## config.mk

```make
export PLATFORM = sky130hd
export DESIGN_NAME = mem_arbiter
export DESIGN_NICKNAME = d
export VERILOG_FILES = /design/src/rtl/mem_pkg.sv /design/src/rtl/rr_arbiter2.sv /design/src/rtl/mem_arbiter.sv
export SDC_FILE = /design/constraint.sdc
export NUM_CORES = 1
export LEC_CHECK = 0
export CAP_MARGIN = 10
export CORE_MARGIN = 2
export CORE_UTILIZATION = 60
export DETAILED_ROUTE_END_ITERATION = 8
export DONT_BUFFER_PORTS = 1
export PLACE_DENSITY = 0.82
export SYNTH_ARGS = -nofsm -noshare
export SYNTH_HDL_FRONTEND = slang
export SYNTH_HIERARCHICAL = 1
export SYNTH_SLANG_ARGS = --single-unit
```

## constraint.sdc

```tcl
create_clock -name clk -period 2 [get_ports clk]
set_clock_uncertainty 0.1 [all_clocks]
set_input_delay 0.2 -clock clk [delete_from_list [all_inputs] [get_ports clk]]
set_output_delay 0.2 -clock clk [all_outputs]
set_load 0.01 [all_outputs]
```

## src/rtl/mem_pkg.sv

```systemverilog
// Shared types and constants for the two-port memory arbiter.
package mem_pkg;

  typedef enum logic [1:0] {
    IDLE      = 2'd0,
    ISSUE     = 2'd1,
    WAIT_RESP = 2'd2,
    RETURN    = 2'd3
  } arb_state_t;

  // Requester ids double as bit positions in the per-requester vectors.
  localparam logic REQ_PTW  = 1'b0;
  localparam logic REQ_DATA = 1'b1;

  localparam int DEFAULT_TIMEOUT = 64;

endpackage

```

## src/rtl/rr_arbiter2.sv

```systemverilog
// Two-way round-robin winner select: the requester named by ptr wins a tie.
module rr_arbiter2 (
  input  logic [1:0] valid,
  input  logic       ptr,
  output logic [1:0] grant
);

  // Favoured requester first, otherwise whichever one is asking.
  always_comb begin
    grant = 2'b00;
    if (valid[ptr])       grant[ptr]  = 1'b1;
    else if (valid[~ptr]) grant[~ptr] = 1'b1;
  end

endmodule

```

## src/rtl/mem_arbiter.sv

```systemverilog
// Arbitrates the page-table walker and data port onto one memory port,
// one transaction in flight, with a response timeout. A timed-out request
// leaves a stale response owed by memory; it is swallowed before any new
// request is accepted so it can never be mistaken for a later reply.
module mem_arbiter
  import mem_pkg::*;
#(
  parameter int TIMEOUT_CYCLES = DEFAULT_TIMEOUT
) (
  input  logic             clk,
  input  logic             rst,
  input  logic [1:0]       req_valid_i,
  output logic [1:0]       req_ready_o,
  input  logic [1:0][31:0] req_addr_i,
  output logic [1:0]       resp_valid_o,
  input  logic [1:0]       resp_ready_i,
  output logic [31:0]      resp_data_o,
  output logic             resp_err_o,
  output logic             mem_req_valid_o,
  input  logic             mem_req_ready_i,
  output logic [31:0]      mem_addr_o,
  input  logic             mem_resp_valid_i,
  output logic             mem_resp_ready_o,
  input  logic [31:0]      mem_data_i
);

  arb_state_t  state, state_n;
  logic        rr_ptr;
  logic        stale;
  logic [6:0]  wait_cnt;
  logic [31:0] addr_q;
  logic [31:0] data_q;
  logic        err_q;
  logic        gid;
  logic [1:0]  grant;
  logic        req_fire;
  logic        timeout;

  rr_arbiter2 u_rr (
    .valid (req_valid_i),
    .ptr   (rr_ptr),
    .grant (grant)
  );

  // grant is only ever set on an asserted valid bit, so any grant in IDLE is a handshake.
  assign req_fire = (state == IDLE) && !stale && (|grant);
  assign timeout  = (wait_cnt == 7'(TIMEOUT_CYCLES - 1));

  // State register plus the per-transaction datapath latches.
  always_ff @(posedge clk) begin
    if (rst) begin
      state    <= IDLE;
      rr_ptr   <= REQ_PTW;
      stale    <= 1'b0;
      wait_cnt <= '0;
      addr_q   <= '0;
      data_q   <= '0;
      err_q    <= 1'b0;
      gid      <= REQ_PTW;
    end else begin
      state <= state_n;
      // The owed late response is dropped whenever it shows up.
      if (stale && mem_resp_valid_i) stale <= 1'b0;
      case (state)
        IDLE: begin
          if (req_fire) begin
            addr_q <= req_addr_i[grant[1]];
            gid    <= grant[1];
          end
        end
        ISSUE: wait_cnt <= '0;
        WAIT_RESP: begin
          wait_cnt <= wait_cnt + 7'd1;
          // A real response in the timeout cycle takes priority.
          if (mem_resp_valid_i) begin
            data_q <= mem_data_i;
            err_q  <= 1'b0;
          end else if (timeout) begin
            data_q <= '0;
            err_q  <= 1'b1;
            stale  <= 1'b1;
          end
        end
        RETURN: if (resp_ready_i[gid]) rr_ptr <= ~gid;
        default: ;
      endcase
    end
  end

  // Next state and handshake outputs; everything forced low while in reset.
  always_comb begin
    state_n          = state;
    req_ready_o      = 2'b00;
    resp_valid_o     = 2'b00;
    mem_req_valid_o  = 1'b0;
    mem_resp_ready_o = stale;
    resp_data_o      = data_q;
    resp_err_o       = err_q;
    mem_addr_o       = addr_q;
    case (state)
      IDLE: begin
        if (!stale) begin
          req_ready_o = grant;
          if (req_fire) state_n = ISSUE;
        end
      end
      ISSUE: begin
        mem_req_valid_o = 1'b1;
        if (mem_req_ready_i) state_n = WAIT_RESP;
      end
      WAIT_RESP: begin
        mem_resp_ready_o = 1'b1;
        if (mem_resp_valid_i || timeout) state_n = RETURN;
      end
      RETURN: begin
        resp_valid_o[gid] = 1'b1;
        if (resp_ready_i[gid]) state_n = IDLE;
      end
      default: state_n = IDLE;
    endcase
    if (rst) begin
      req_ready_o      = 2'b00;
      resp_valid_o     = 2'b00;
      mem_req_valid_o  = 1'b0;
      mem_resp_ready_o = 1'b0;
      resp_data_o      = '0;
      resp_err_o       = 1'b0;
      mem_addr_o       = '0;
    end
  end

endmodule

```

==> run summary <==
The critical-path maximum fanout came out at 7. The cell family contributing the most delay on the critical path is buffers and inverters. The number of antenna violations at the first check in global routing is 0. The H-tree depth came out at 3. The complex-gate fraction of the synthesized area came to 0.184.

No sink is reached through more buffers than the 2 on the longest clock path. Across the run, the number of max-cap violations was 0. The first-pass GRT wire length came out at 14,000 um.

The share of the clock period used by the worst path is 0.947. A synthesized cell averages 9.47 um2. The largest voltage drop on the vdd net is 0.762 mV. The via count of the first global-routing pass came out at 2,924.

The share of the synthesized area in the top cell type is 0.435. The placement row count is 27. The required time at the worst-slack endpoint came out at 2.13 ns. The largest individual stage delay along the critical path comes from the cell dlygate4sd3_1. Cell internal power was estimated by the tool at 3280 uW. The worst min-delay path startpoint is req_addr_i[40]. For this block, the initial DRC count from the detailed router was 172.

The static leakage is 0.00172 uW. Of the total power, the clock network draws 0.262. The root buffer cell chosen for the clock tree is clkbuf_8. The signal on the critical path passes through inv_1 > a21boi_4 > buf_4 > mux2i_1 > dlygate4sd3_1 > a211oi_1. The number of nets in the synthesized netlist came out at 483. The starting density of the core came out at 0.632. The count of antenna-violating nets left after detailed routing came out at 0. The worst slew slack as a fraction of its limit came out at 0.696.

The height of the die is 80.8 um. The power per cell area came out at 1120 mW/mm2. The post-synthesis simple-gate area fraction came out at 0.213. Timing would allow up to 0.528 GHz. Of all cell types, the one taking the most synthesized area is dfxtp_1. The worst path needs 1.89 ns of the cycle, external delays included. The share of flip-flops with an asynchronous set or reset is 0. For this design, the sink count on the clock tree is 77. The sequential fraction of design power is 0.402. The main combinational cell family by area after synthesis is simple AND/OR/NAND/NOR gates.

The number of cells on the worst reg-to-reg path is 6. The run finished with clean final reports. Clock tree synthesis inserted a total of 9 buffers. The remaining global-route overflow came out at 0. The length of the first detailed-routing pass in iterations is 5. The number of max-slew violations in the final report is 0. During placement, the flow inserted port buffers numbering 0. For the worst-skew pair, the clock arrives at the later sink with an insertion delay of 0.34 ns. The fraction of layout instances using a drive strength above 1 came out at 0.0694. Of the total synthesized cell area, the portion taken by XOR and XNOR cells is 0.00742. The antenna diode count is 0. The kind of start point of the critical path is a flop. At the end of routability-driven placement, the weighted congestion stood at 0.779.

Setup repair after global routing left no endpoint under its margin. The pin count of the biggest net entering global routing is 75. The filler cells instantiated in the layout total 360.

The net load switching power came out at 1710 uW. The number of synthesized register bits is 77. Setup violations remaining at the end of the flow were counted as 0. In the routed layout, each cell is associated on average with a via count of 5.89. The reg2reg setup slack came out at 0.11 ns. The count of final hold-check violations is 0. The register area share after synthesis came out at 0.435. The switching share of power came out at 0.343. After the last flow step, the layout net total stands at 536. The core area came out at 0.00561 mm2. The worst flop-to-flop path startpoint is rr_ptr$_SDFFE_PP0P_. The total area of multi-input combinational cells is 0.00185 mm2. The worst min-delay path class is in -> reg.

The transition time at the pin with the least slew margin came out at 0.455 ns. Across the whole layout, storage elements account for 0.00154 mm2. The die boundary width came out at 80.8 um. The adder-cell share of the synthesized area is 0.0177. The post-layout utilization of the core came out at 0.796.

The number of top-level pins came out at 175. During synthesis, Yosys emitted a total of 6 warnings. Across every metal layer, demand over resource in global routing totals 0.282.

The path with the worst hold slack has its endpoint at addr_q[8]$_SDFFE_PP0P_. The endpoint identified for the worst register-to-register timing path is addr_q[5]$_SDFFE_PP0P_. For this block, the routed nets add up to 9210 um of wire. The critical path contains buffers and inverters numbering 3 combined. The distinct cell type count of the synthesized netlist is 34. Across all layers, the routed design uses 2,971 vias.

In the final timing run, aggregate negative setup slack is 0 ns. The combinational fraction of design power came out at 0.336. The area enclosed by the die boundary is 0.00653 mm2. Data on the critical path arrives at its endpoint at 2.02 ns. STA classifies the critical path endpoint as a flop.

Detailed placement ended at an HPWL of 5260 um. For this run, the leading register cell type out of synthesis is dfxtp_1. The routed wire length per instance came out at 18.3 um. In this run the cell area of the synthesized design comes to 0.00354 mm2.

By area the synthesized netlist is led by dfxtp_1, nor2b_1, mux2i_1. The clock-pin slew reported for the worst setup and hold paths after clock tree synthesis came out at 0.08 ns. The path type of the worst setup path is reg -> reg. The number of enable-type register cells in the synthesized netlist came out at 0. The multiplexer share of the synthesized area came out at 0.0961. The highest cell delay on the worst timing path is 0.59 ns. The number of instances in the synthesized netlist came out at 374. The worst hold path stage count came out at 2. The total DRC errors in the routed layout came out at 0. The CTS tree is done. The area overhead of the layout relative to synthesis is 26.0%.
==> power by group through the flow <==
stage / clock (uW) / sequential [uW] / combinational (uW)
4_1_cts: 1320 / 1990 / 1640
3_5_place_dp: 0 / 2030 / 1500
3_3_place_gp: 0 / 2010 / 1460
2_1_floorplan: 0 / 1990 / 1310
6_report: 1310 / 2000 / 1680
5_1_grt: 1400 / 2040 / 1850
==> what timing repair did <==
item                                    4_1_cts  5_1_grt
buffers inserted                              0        0
hold endpoints to repair                     72        0
hold buffers                                 67        0
endpoints found under the setup margin        0        2
resized for setup                             0        1
==> cell type report <==
cell class / count / area share
well taps: 72 / 0.0202
repair buffers: 72 / 0.166
clock buffers: 9 / 0.0277
multi-input cells: 262 / 0.414
flip-flops and latches: 77 / 0.346
clock inverters: 7 / 0.0221
inverters: 5 / 0.00420
==> stage by stage <==
step / cell area, um2 / hold slack (ns) / instances / total power (uW) / worst slack [ns]
finish: 4460 / 0.00969 / 504 / 4990 / 0.107
global route: 4460 / 0.00142 / 504 / 5290 / 0.0262
CTS: 4460 / 0.0000321 / 504 / 4950 / 0.112
detailed placement: 3560 / 0.182 / 421 / 3530 / 0.191
global placement: 3560 / 0.180 / 421 / 3470 / 0.289
floorplan: 3540 / 0.179 / 374 / 3290 / 0.360
==> Yosys cell counts (all sizes together), types with 2 or more instances <==
library cell / instances
nand4: 3
a21boi: 2
nor3b: 4
a21oi: 9
mux2i: 34
dfxtp: 77
inv: 5
or3: 2
buf: 14
clkbuf: 16
a211oi: 33
nor2: 43
xor2: 3
nand2: 6
ha: 5
nor2b: 68
nand2b: 5
a22o: 32
o21ai: 4
==> cells in the final DEF (no fill, tap or decap), types with 2 or more instances in the layout <==
cell / count
dfxtp_1: 76
nor2b_1: 68
dlygate4sd3_1: 66
nor2_1: 41
mux2i_1: 34
a211oi_1: 33
a22o_1: 32
a21oi_1: 9
clkbuf_8: 9
nand2_1: 6
nand2b_1: 5
ha_1: 5
inv_1: 4
nor3b_1: 3
o21ai_0: 3
xor2_1: 3
buf_12: 3
buf_4: 3
nand4_1: 2
or3_1: 2
clkinv_4: 2
bufinv_16: 2
==> worst max-delay path by stage <==
stage                                        start                 endpoint  slack (ns)  cells past startpoint
after floorplan           wait_cnt[0]$_SDFFE_PP0P_   data_q[0]$_SDFFE_PP0P_        0.36                      6
after detailed placement  wait_cnt[0]$_SDFFE_PP0P_  data_q[22]$_SDFFE_PP0P_        0.19                      6
after global placement    wait_cnt[0]$_SDFFE_PP0P_  data_q[13]$_SDFFE_PP0P_        0.29                      6
after CTS                      rr_ptr$_SDFFE_PP0P_           req_ready_o[1]        0.11                      4
after global routing           rr_ptr$_SDFFE_PP0P_   addr_q[4]$_SDFFE_PP0P_        0.03                      6
final                          rr_ptr$_SDFFE_PP0P_   addr_q[5]$_SDFFE_PP0P_        0.11                      6
==> sequential cells by signal, indices dropped and copies added (netlist names) <==
signal and count:
addr_q 32, data_q 32, err_q 1, gid 1, rr_ptr 1, stale 1, state 2, wait_cnt 7
==> cell families (layout without fill, tap and decap cells) <==
group,after synthesis,in the layout
xor+xnor,3,3
compound gates,85,85
fa+ha+maj,5,5
mux,34,34
simple gates,135,135
flops,77,77
buf+inv,35,93
==> layer usage <==
metal  wire (um)  global-route usage  vias up
li1            -                   -     1422
met1        3710               0.331     1395
met2        4600               0.488      135
met3         668              0.0711       19
met4         226               0.120        0
met5           0                   0        -
(Power assumes the default switching activity.)
